**src/rtl/display_input_scanner_pkg.sv**
```systemverilog
// Shared types and constants for the display board input scanner.
// Register map, STATUS bit positions and the scan FSM encoding live here.
package display_input_pkg;

  typedef enum logic [1:0] {
    LOAD   = 2'd0,
    SAMPLE = 2'd1,
    CLK_HI = 2'd2,
    COMMIT = 2'd3
  } scan_state_t;

  localparam logic [1:0] REG_BUTTONS = 2'd0;
  localparam logic [1:0] REG_DIAL_L  = 2'd1;
  localparam logic [1:0] REG_DIAL_R  = 2'd2;
  localparam logic [1:0] REG_STATUS  = 2'd3;

  localparam int STATUS_CHANGED = 0;
  localparam int STATUS_IRQ_EN  = 1;
  localparam int STATUS_CNT_LSB = 16;

  // Gray {A,B} to position 0..3 so a step is a +/-1 difference mod 4.
  function automatic logic [1:0] gray2bin(input logic [1:0] g);
    return {g[1], g[1] ^ g[0]};
  endfunction

endpackage

```
**src/rtl/display_input_scanner_if.sv**
```systemverilog
// Avalon-MM slave bus between the HPS bridge and the input scanner.
interface display_input_scanner_if;
  logic [1:0]  avs_address;
  logic        avs_read;
  logic        avs_write;
  logic [31:0] avs_writedata;
  logic [31:0] avs_readdata;

  modport master (output avs_address, avs_read, avs_write, avs_writedata,
                  input  avs_readdata);
  modport slave  (input  avs_address, avs_read, avs_write, avs_writedata,
                  output avs_readdata);
endinterface

```
**src/rtl/display_input_scanner_quad_decoder.sv**
```systemverilog
// One rotary dial: 2-flop synchroniser, previous-state register and an
// 8-bit wrapping position counter that a bus write can overwrite.
module quad_decoder
  import display_input_pkg::*;
(
  input  logic       clk,
  input  logic       reset_n,
  input  logic [1:0] ab_i,
  input  logic       load_i,
  input  logic [7:0] load_value_i,
  output logic [7:0] count_o
);

  logic [1:0] sync1_q, sync2_q, prev_q;
  logic [7:0] cnt_q, cnt_d;
  logic [1:0] delta;

  always_comb begin
    delta = gray2bin(sync2_q) - gray2bin(prev_q);
    cnt_d = cnt_q;
    // A load takes priority; a step in the same cycle is dropped.
    if (load_i)             cnt_d = load_value_i;
    else if (delta == 2'd1) cnt_d = cnt_q + 8'd1;
    else if (delta == 2'd3) cnt_d = cnt_q - 8'd1;
  end

  always_ff @(posedge clk) begin
    if (!reset_n) begin
      sync1_q <= '0;
      sync2_q <= '0;
      prev_q  <= '0;
      cnt_q   <= '0;
    end else begin
      sync1_q <= ab_i;
      sync2_q <= sync1_q;
      prev_q  <= sync2_q;
      cnt_q   <= cnt_d;
    end
  end

  assign count_o = cnt_q;

endmodule

```
**src/rtl/display_input_scanner.sv**
```systemverilog
// Scans the button shift register, debounces over two scans, decodes both
// rotary dials and exposes everything through an Avalon-MM slave with irq.
module display_input_scanner
  import display_input_pkg::*;
#(
  parameter int CLK_DIV  = 25,
  parameter int NUM_BITS = 8
)(
  input  logic                    clk,
  input  logic                    reset_n,
  display_input_scanner_if.slave  avs,
  output logic                    irq,
  output logic                    shift_clkin,
  output logic                    shift_load,
  input  logic                    shift_out,
  input  logic [1:0]              dial_l,
  input  logic [1:0]              dial_r
);

  localparam int DW = (CLK_DIV > 1) ? $clog2(CLK_DIV) : 1;
  localparam int CW = $clog2(NUM_BITS + 1);

  scan_state_t         state_q, state_d;
  logic [DW-1:0]       div_q, div_d;
  logic [CW-1:0]       bit_cnt_q, bit_cnt_d;
  logic [NUM_BITS-1:0] shreg_q, shreg_d, prev_q, buttons_q;
  logic                changed_q, changed_d, irq_en_q, irq_en_d, irq_q;
  logic [15:0]         scan_cnt_q;
  logic [31:0]         readdata_q, rdata;
  logic                shift_load_q, shift_clkin_q;
  logic                tick, commit, commit_set, rd_buttons, wr_status;
  logic                ld_l, ld_r;
  logic [7:0]          cnt_l, cnt_r;
  logic                unused_wdata;

  assign tick = (div_q == DW'(CLK_DIV - 1));

  always_comb begin
    state_d   = state_q;
    bit_cnt_d = bit_cnt_q;
    shreg_d   = shreg_q;
    commit    = 1'b0;
    // The divider idles during COMMIT so every LOAD gets a full tick.
    if (state_q == COMMIT || tick) div_d = '0;
    else                           div_d = div_q + 1'b1;
    case (state_q)
      LOAD: begin
        bit_cnt_d = '0;
        if (tick) state_d = SAMPLE;
      end
      SAMPLE: if (tick) begin
        state_d   = CLK_HI;
        shreg_d   = NUM_BITS'({shreg_q, ~shift_out});
        bit_cnt_d = bit_cnt_q + 1'b1;
      end
      CLK_HI: if (tick) state_d = (bit_cnt_q == CW'(NUM_BITS)) ? COMMIT : SAMPLE;
      default: begin
        state_d = LOAD;
        commit  = 1'b1;
      end
    endcase
  end

  assign commit_set = commit && (shreg_q == prev_q) && (shreg_q != buttons_q);
  assign rd_buttons = avs.avs_read  && (avs.avs_address == REG_BUTTONS);
  assign wr_status  = avs.avs_write && (avs.avs_address == REG_STATUS);
  assign ld_l       = avs.avs_write && (avs.avs_address == REG_DIAL_L);
  assign ld_r       = avs.avs_write && (avs.avs_address == REG_DIAL_R);

  always_comb begin
    changed_d = changed_q;
    if (commit_set) changed_d = 1'b1;
    else if (rd_buttons || (wr_status && avs.avs_writedata[STATUS_CHANGED]))
      changed_d = 1'b0;
    irq_en_d = wr_status ? avs.avs_writedata[STATUS_IRQ_EN] : irq_en_q;
  end

  always_comb begin
    rdata = '0;
    case (avs.avs_address)
      REG_BUTTONS: rdata = 32'(buttons_q);
      REG_DIAL_L:  rdata = {{24{cnt_l[7]}}, cnt_l};
      REG_DIAL_R:  rdata = {{24{cnt_r[7]}}, cnt_r};
      default: begin
        rdata[STATUS_CHANGED]                 = changed_q;
        rdata[STATUS_IRQ_EN]                  = irq_en_q;
        rdata[STATUS_CNT_LSB +: 16]           = scan_cnt_q;
      end
    endcase
  end

  always_ff @(posedge clk) begin
    if (!reset_n) begin
      state_q       <= LOAD;
      div_q         <= '0;
      bit_cnt_q     <= '0;
      shreg_q       <= '0;
      prev_q        <= '0;
      buttons_q     <= '0;
      changed_q     <= 1'b0;
      irq_en_q      <= 1'b0;
      scan_cnt_q    <= '0;
      readdata_q    <= '0;
      irq_q         <= 1'b0;
      shift_load_q  <= 1'b1;
      shift_clkin_q <= 1'b0;
    end else begin
      state_q       <= state_d;
      div_q         <= div_d;
      bit_cnt_q     <= bit_cnt_d;
      shreg_q       <= shreg_d;
      changed_q     <= changed_d;
      irq_en_q      <= irq_en_d;
      irq_q         <= changed_q && irq_en_q;
      shift_load_q  <= (state_d != LOAD);
      shift_clkin_q <= (state_d == CLK_HI);
      if (avs.avs_read) readdata_q <= rdata;
      if (commit) begin
        prev_q     <= shreg_q;
        scan_cnt_q <= scan_cnt_q + 16'd1;
        if (commit_set) buttons_q <= shreg_q;
      end
    end
  end

  quad_decoder u_dial_l (
    .clk          (clk),
    .reset_n      (reset_n),
    .ab_i         (dial_l),
    .load_i       (ld_l),
    .load_value_i (avs.avs_writedata[7:0]),
    .count_o      (cnt_l)
  );

  quad_decoder u_dial_r (
    .clk          (clk),
    .reset_n      (reset_n),
    .ab_i         (dial_r),
    .load_i       (ld_r),
    .load_value_i (avs.avs_writedata[7:0]),
    .count_o      (cnt_r)
  );

  assign unused_wdata     = ^avs.avs_writedata[31:8];
  assign avs.avs_readdata = readdata_q;
  assign irq              = irq_q;
  assign shift_load       = shift_load_q;
  assign shift_clkin      = shift_clkin_q;

endmodule

```
**src/flat_wrapper.sv**
```systemverilog
// flat-port wrapper written by rule: the top's interface ports become plain ports
module display_input_scanner_flat import display_input_pkg::*;
#(
  parameter int CLK_DIV  = 25,
  parameter int NUM_BITS = 8
)
  (clk, reset_n, irq, shift_clkin, shift_load, shift_out, dial_l, dial_r, avs_avs_address, avs_avs_read, avs_avs_write, avs_avs_writedata, avs_avs_readdata);
  display_input_scanner_if avs_i ();
  input  logic clk;
  input  logic reset_n;
  output logic irq;
  output logic shift_clkin;
  output logic shift_load;
  input  logic shift_out;
  input  logic [1:0] dial_l;
  input  logic [1:0] dial_r;
  input wire logic [$bits(avs_i.avs_address)-1:0] avs_avs_address;
  input wire logic [$bits(avs_i.avs_read)-1:0] avs_avs_read;
  input wire logic [$bits(avs_i.avs_write)-1:0] avs_avs_write;
  input wire logic [$bits(avs_i.avs_writedata)-1:0] avs_avs_writedata;
  output wire logic [$bits(avs_i.avs_readdata)-1:0] avs_avs_readdata;
  assign avs_i.avs_address = avs_avs_address;
  assign avs_i.avs_read = avs_avs_read;
  assign avs_i.avs_write = avs_avs_write;
  assign avs_i.avs_writedata = avs_avs_writedata;
  assign avs_avs_readdata = avs_i.avs_readdata;
  display_input_scanner #(.CLK_DIV(CLK_DIV), .NUM_BITS(NUM_BITS)) u_core (.clk(clk), .reset_n(reset_n), .avs(avs_i), .irq(irq), .shift_clkin(shift_clkin), .shift_load(shift_load), .shift_out(shift_out), .dial_l(dial_l), .dial_r(dial_r));
endmodule
```
**config.mk**
```make
export PLATFORM = sky130hd
export DESIGN_NAME = display_input_scanner_flat
export DESIGN_NICKNAME = d
export VERILOG_FILES = /design/src/rtl/display_input_scanner_pkg.sv /design/src/rtl/display_input_scanner_if.sv /design/src/rtl/display_input_scanner_quad_decoder.sv /design/src/rtl/display_input_scanner.sv /design/src/flat_wrapper.sv
export SDC_FILE = /design/constraint.sdc
export NUM_CORES = 1
export LEC_CHECK = 0
export ABC_AREA = 0
export BUFFER_PORTS_ARGS = -buffer_cell sky130_fd_sc_hd__buf_2
export CAP_MARGIN = 20
export CORE_MARGIN = 5
export CORE_UTILIZATION = 50
export CTS_BUF_LIST = sky130_fd_sc_hd__clkbuf_16
export DETAILED_ROUTE_END_ITERATION = 10
export PLACE_DENSITY = 0.72
export SETUP_SLACK_MARGIN = 0.05
export SLEW_MARGIN = 20
export SYNTH_ARGS = -nofsm -noshare
export SYNTH_HDL_FRONTEND = slang
export SYNTH_SLANG_ARGS = --single-unit
```
**constraint.sdc**
```tcl
create_clock -name clk -period 2.4 [get_ports clk]
set_clock_uncertainty 0.05 [all_clocks]
set_input_delay 0.12 -clock clk [delete_from_list [all_inputs] [get_ports clk]]
set_output_delay 0.12 -clock clk [all_outputs]
set_load 0.1 [all_outputs]
```
==> summary.txt <==
Detailed routing
  • Highest Signal Layer: met4
  • DRT antenna net count: 0
  • Met2 WL: 6.055 mm
  • Met1 wire length: 5.699 mm
  • DRC Markers: 0
  • WL final: 12.59 mm
  • Vias/cell: 5.509
  • DRT Pass-1 Iters: 5
  • Via count: 4490
  • Drt wl/cell: 15.44 µm
  • Met3 routed WL: 488 µm
  • Iter 0 DRT Violations: 219

Floorplan
  • Die X: 114.8 µm
  • IO Pins: 78
  • Core outline area: 10790 µm²
  • Die ar.: 13180 µm²
  • Row cnt: 38
  • Die H: 114.8 µm
  • Starting Density: 50.87%

Global routing
  • Vias in the first global route: 4409
  • Initial antenna violation count: 0
  • Grt total ovfl: 0
  • Largest net degree at the start of global routing: 43
  • GRT Resource Usage Total: 19.15%
  • First-pass GRT wire length: 20.73 mm

Timing
  • Max Clk Rate: 0.4080 GHz
  • Final period utilization: 102.1%
  • Unrepaired setup endpoints after global routing: yes
  • Setup TNS: -0.06017 ns
  • Rel. slew slack: 52.42%
  • Final Max Slew Viols: 0
  • Final min period: 2.451 ns
  • Final worst setup slack: -0.05108 ns
  • Fin. Hold Viols: 0
  • Worst slew pin tran: 0.7137 ns
  • Setup Viol. Count Final: 2

Clock network
  • CTS tree: yes
  • Reg clk slew, reported paths: 0.08 ns
  • CTS sink cnt: 109
  • H-Tree Depth: 3
  • Worst-Skew Late Latency: 0.35 ns
  • CTS Buf Count: 9
  • Bufs on Longest Clock Path: 2
  • Clock Tree Root: clkbuf_16

Placement
  • Gpl congestion: 0.8409
  • Port Buffers: 53
  • Hpwl dp: 8.476 mm
  • Post-Place Setup Slack: -0.08404 ns
  • Area after DPL: 5861 µm²

Final layout
  • FF/Latch Area: 2192 µm²
  • Layout cells sized above 1: 21.19%
  • Fill count: 897
  • Antenna diodes: 0
  • Post-layout instance area: 6520 µm²
  • Area Growth Syn to Fin: 18.76%
  • Fin nets: 736
  • Area of the multi-input gates: 3272 µm²

Synthesis
  • Netlist Area Pre-Place: 5490 µm²
  • Adder-cell share of the synthesized area: 5.515%
  • Largest family of logic cells by synthesized area: simple AND/OR/NAND/NOR gates
  • Primary FF master, synth: dfxtp_1
  • Syn. warnings: 0
  • XOR/XNOR share of the synthesized area: 7.999%
  • Post-synth net total: 689
  • Post-synthesis mux area share: 6.130%
  • Synth Area in Simple Gates: 20.97%
  • Synth Area in Compound Gates: 14.86%
  • Post-synth cell types: 52
  • Cells after Synth: 623
  • Seq/Total Area, Yosys: 39.74%
  • Number of synthesized flops with an enable pin: 0
  • Synth async-reset ratio: 0%
  • Top post-synthesis cells by area: dfxtp_1, nand2_1, mux2i_1, xnor2_1, ha_1
  • Syn Area/Cell: 8.813 µm²
  • Top-count cell post-synth: dfxtp_1
  • Cell taking the most area after synthesis: dfxtp_1
  • FF+latch count, synth: 109
  • Synth top area share: 39.74%
  • Commonest cells in the netlist: dfxtp_1, nand2_1, o21ai_0

Critical path
  • Top cell family by delay on the critical path: compound AO/OA/AOI/OAI gates
  • Critical path, cell by cell: xnor2_2 > ha_2 > xnor3_2 > nand2b_4 > ha_4 > a211oi_2 > nor2_2 > buf_4 > o21ai_0 > o31a_1 > a31oi_1
  • Max incr delay on CP: 0.39 ns
  • Crit-path slowest cell: dfxtp_1
  • CP Data Required Time: 2.57 ns
  • WS Path Type: reg -> reg
  • CP Capture Type: register
  • CP startpoint kind: register
  • WP buf/inv: 1
  • Critical path arrival: 2.62 ns
  • CP Max Fanout: 5

Pwr
  • Leak: 2.704 nW
  • Power Density: 764.3 nW/µm²
  • Worst vdd ir: 0.4266 mV

Run
  • MaxCap Viol Count: 0

Min path
  • Hold Crit Class: in -> reg

Run status
  • Outcome: finished with violations
  • Failing checks: negative setup slack
[final cells by class]
type | instances | share of cell area (%)
sequential | 109 | 33.62
inverter | 6 | 0.3454
clock inverter | 7 | 1.439
timing repair buffer | 83 | 8.271
tap | 140 | 2.687
multi-input combinational | 461 | 50.18
clock buffer | 9 | 3.454
[through the flow]
step           cells  hold WS [ns]  total power, W  utilization (%)
3_5_place_dp     785        0.2815        0.003211            54.30
3_3_place_gp     785        0.2754        0.003169            54.30
5_1_grt          815       0.04148        0.005217            60.41
2_1_floorplan    623        0.1973        0.002957                -
4_1_cts          810       0.01821        0.004833            58.32
6_report         815       0.02135        0.004983            60.41
[worst paths after layout]
path | cells past startpoint | slack, ns | endpoint | from
worst max register to register | 11 | -0.05 | u_core.u_dial_l.count_o[5]$_SDFFE_PN0P_ | u_core.u_dial_l.sync2_q[0]$_SDFF_PN0_
worst min register to register | 1 | 0.39 | u_core.u_dial_r.sync2_q[1]$_SDFF_PN0_ | u_core.u_dial_r.sync1_q[1]$_SDFF_PN0_
worst min-delay path | 3 | 0.02 | u_core.u_dial_r.count_o[2]$_SDFFE_PN0P_ | avs_avs_writedata[2]
worst max-delay path | 11 | -0.05 | u_core.u_dial_l.count_o[5]$_SDFFE_PN0P_ | u_core.u_dial_l.sync2_q[0]$_SDFF_PN0_
[cells in the final DEF, fill, tap and decap left out, types with 4 or more instances in the layout]
cell / n
a21o_1: 6
xnor2_1: 29
nor3_1: 4
nor2_1: 23
nand2_1: 101
and2_1: 29
ha_1: 10
buf_2: 53
xor2_1: 12
a21oi_1: 25
inv_1: 6
a31oi_1: 7
dlygate4sd3_1: 5
buf_4: 20
a21boi_0: 21
and3_1: 6
nand2b_1: 5
clkbuf_16: 9
mux2i_1: 28
dfxtp_2: 5
ha_4: 7
dfxtp_1: 103
ha_2: 4
o211a_1: 8
o211ai_1: 6
nand4_1: 8
o21ai_0: 34
nand3_1: 15
nor2b_1: 12
[registers in the layout, indices dropped and copies added (netlist names), 2 cells and up]
| name | count |
|---|---|
| u_core.scan_cnt_q | 16 |
| u_core.state_q | 2 |
| u_core.buttons_q | 8 |
| u_core.u_dial_r.prev_q | 2 |
| u_core.div_q | 5 |
| u_core.u_dial_l.sync1_q | 2 |
| u_core.u_dial_l.prev_q | 2 |
| u_core.u_dial_r.sync1_q | 2 |
| u_core.prev_q | 8 |
| u_core.u_dial_l.count_o | 8 |
| u_core.shreg_q | 8 |
| u_core.u_dial_r.count_o | 8 |
| u_core.bit_cnt_q | 4 |
| u_core.u_dial_l.sync2_q | 2 |
| u_core.avs.avs_readdata | 25 |
| u_core.u_dial_r.sync2_q | 2 |
[worst register-to-register path: cells and delay by family (launching register included)]
family                   cells  cell delay, ns
AND/OR/NAND/NOR              2            0.24
flip-flops                   1            0.39
XOR/XNOR                     2            0.41
adder cells (fa/ha/maj)      2            0.41
buffers and inverters        1            0.15
AO/OA/AOI/OAI                4            0.68
[timing repair]
item                                   in CTS  in global routing
cloned                                      1                  0
setup buffers                               3                  5
pin swaps                                   6                 18
endpoints found under the hold margin       5                  0
hold buffers                                5                  0
setup endpoints to repair                   9                 11
gates resized for setup                     9                 39
[cell families (layout without fill, tap and decap cells)]
family,count (synthesis),count (layout)
compound gates,129,129
xor+xnor,47,47
fa+ha+maj,23,23
buf+inv,54,105
flops,109,109
mux,31,31
simple gates,230,231
[metal layers]
layer  global-route usage (%)  vias to the layer above
met5                        0                        -
met4                    7.746                        0
met3                    2.474                       27
met2                    31.28                       98
met1                    25.81                     2143
li1                         -                     2222
[power breakdown]
group | internal, W | switching (W)
sequential | 0.00190 | 0.000106
combinational | 0.000577 | 0.000826
clock | 0.000837 | 0.000734
Note: power is estimated with default switching activity, not from simulation.
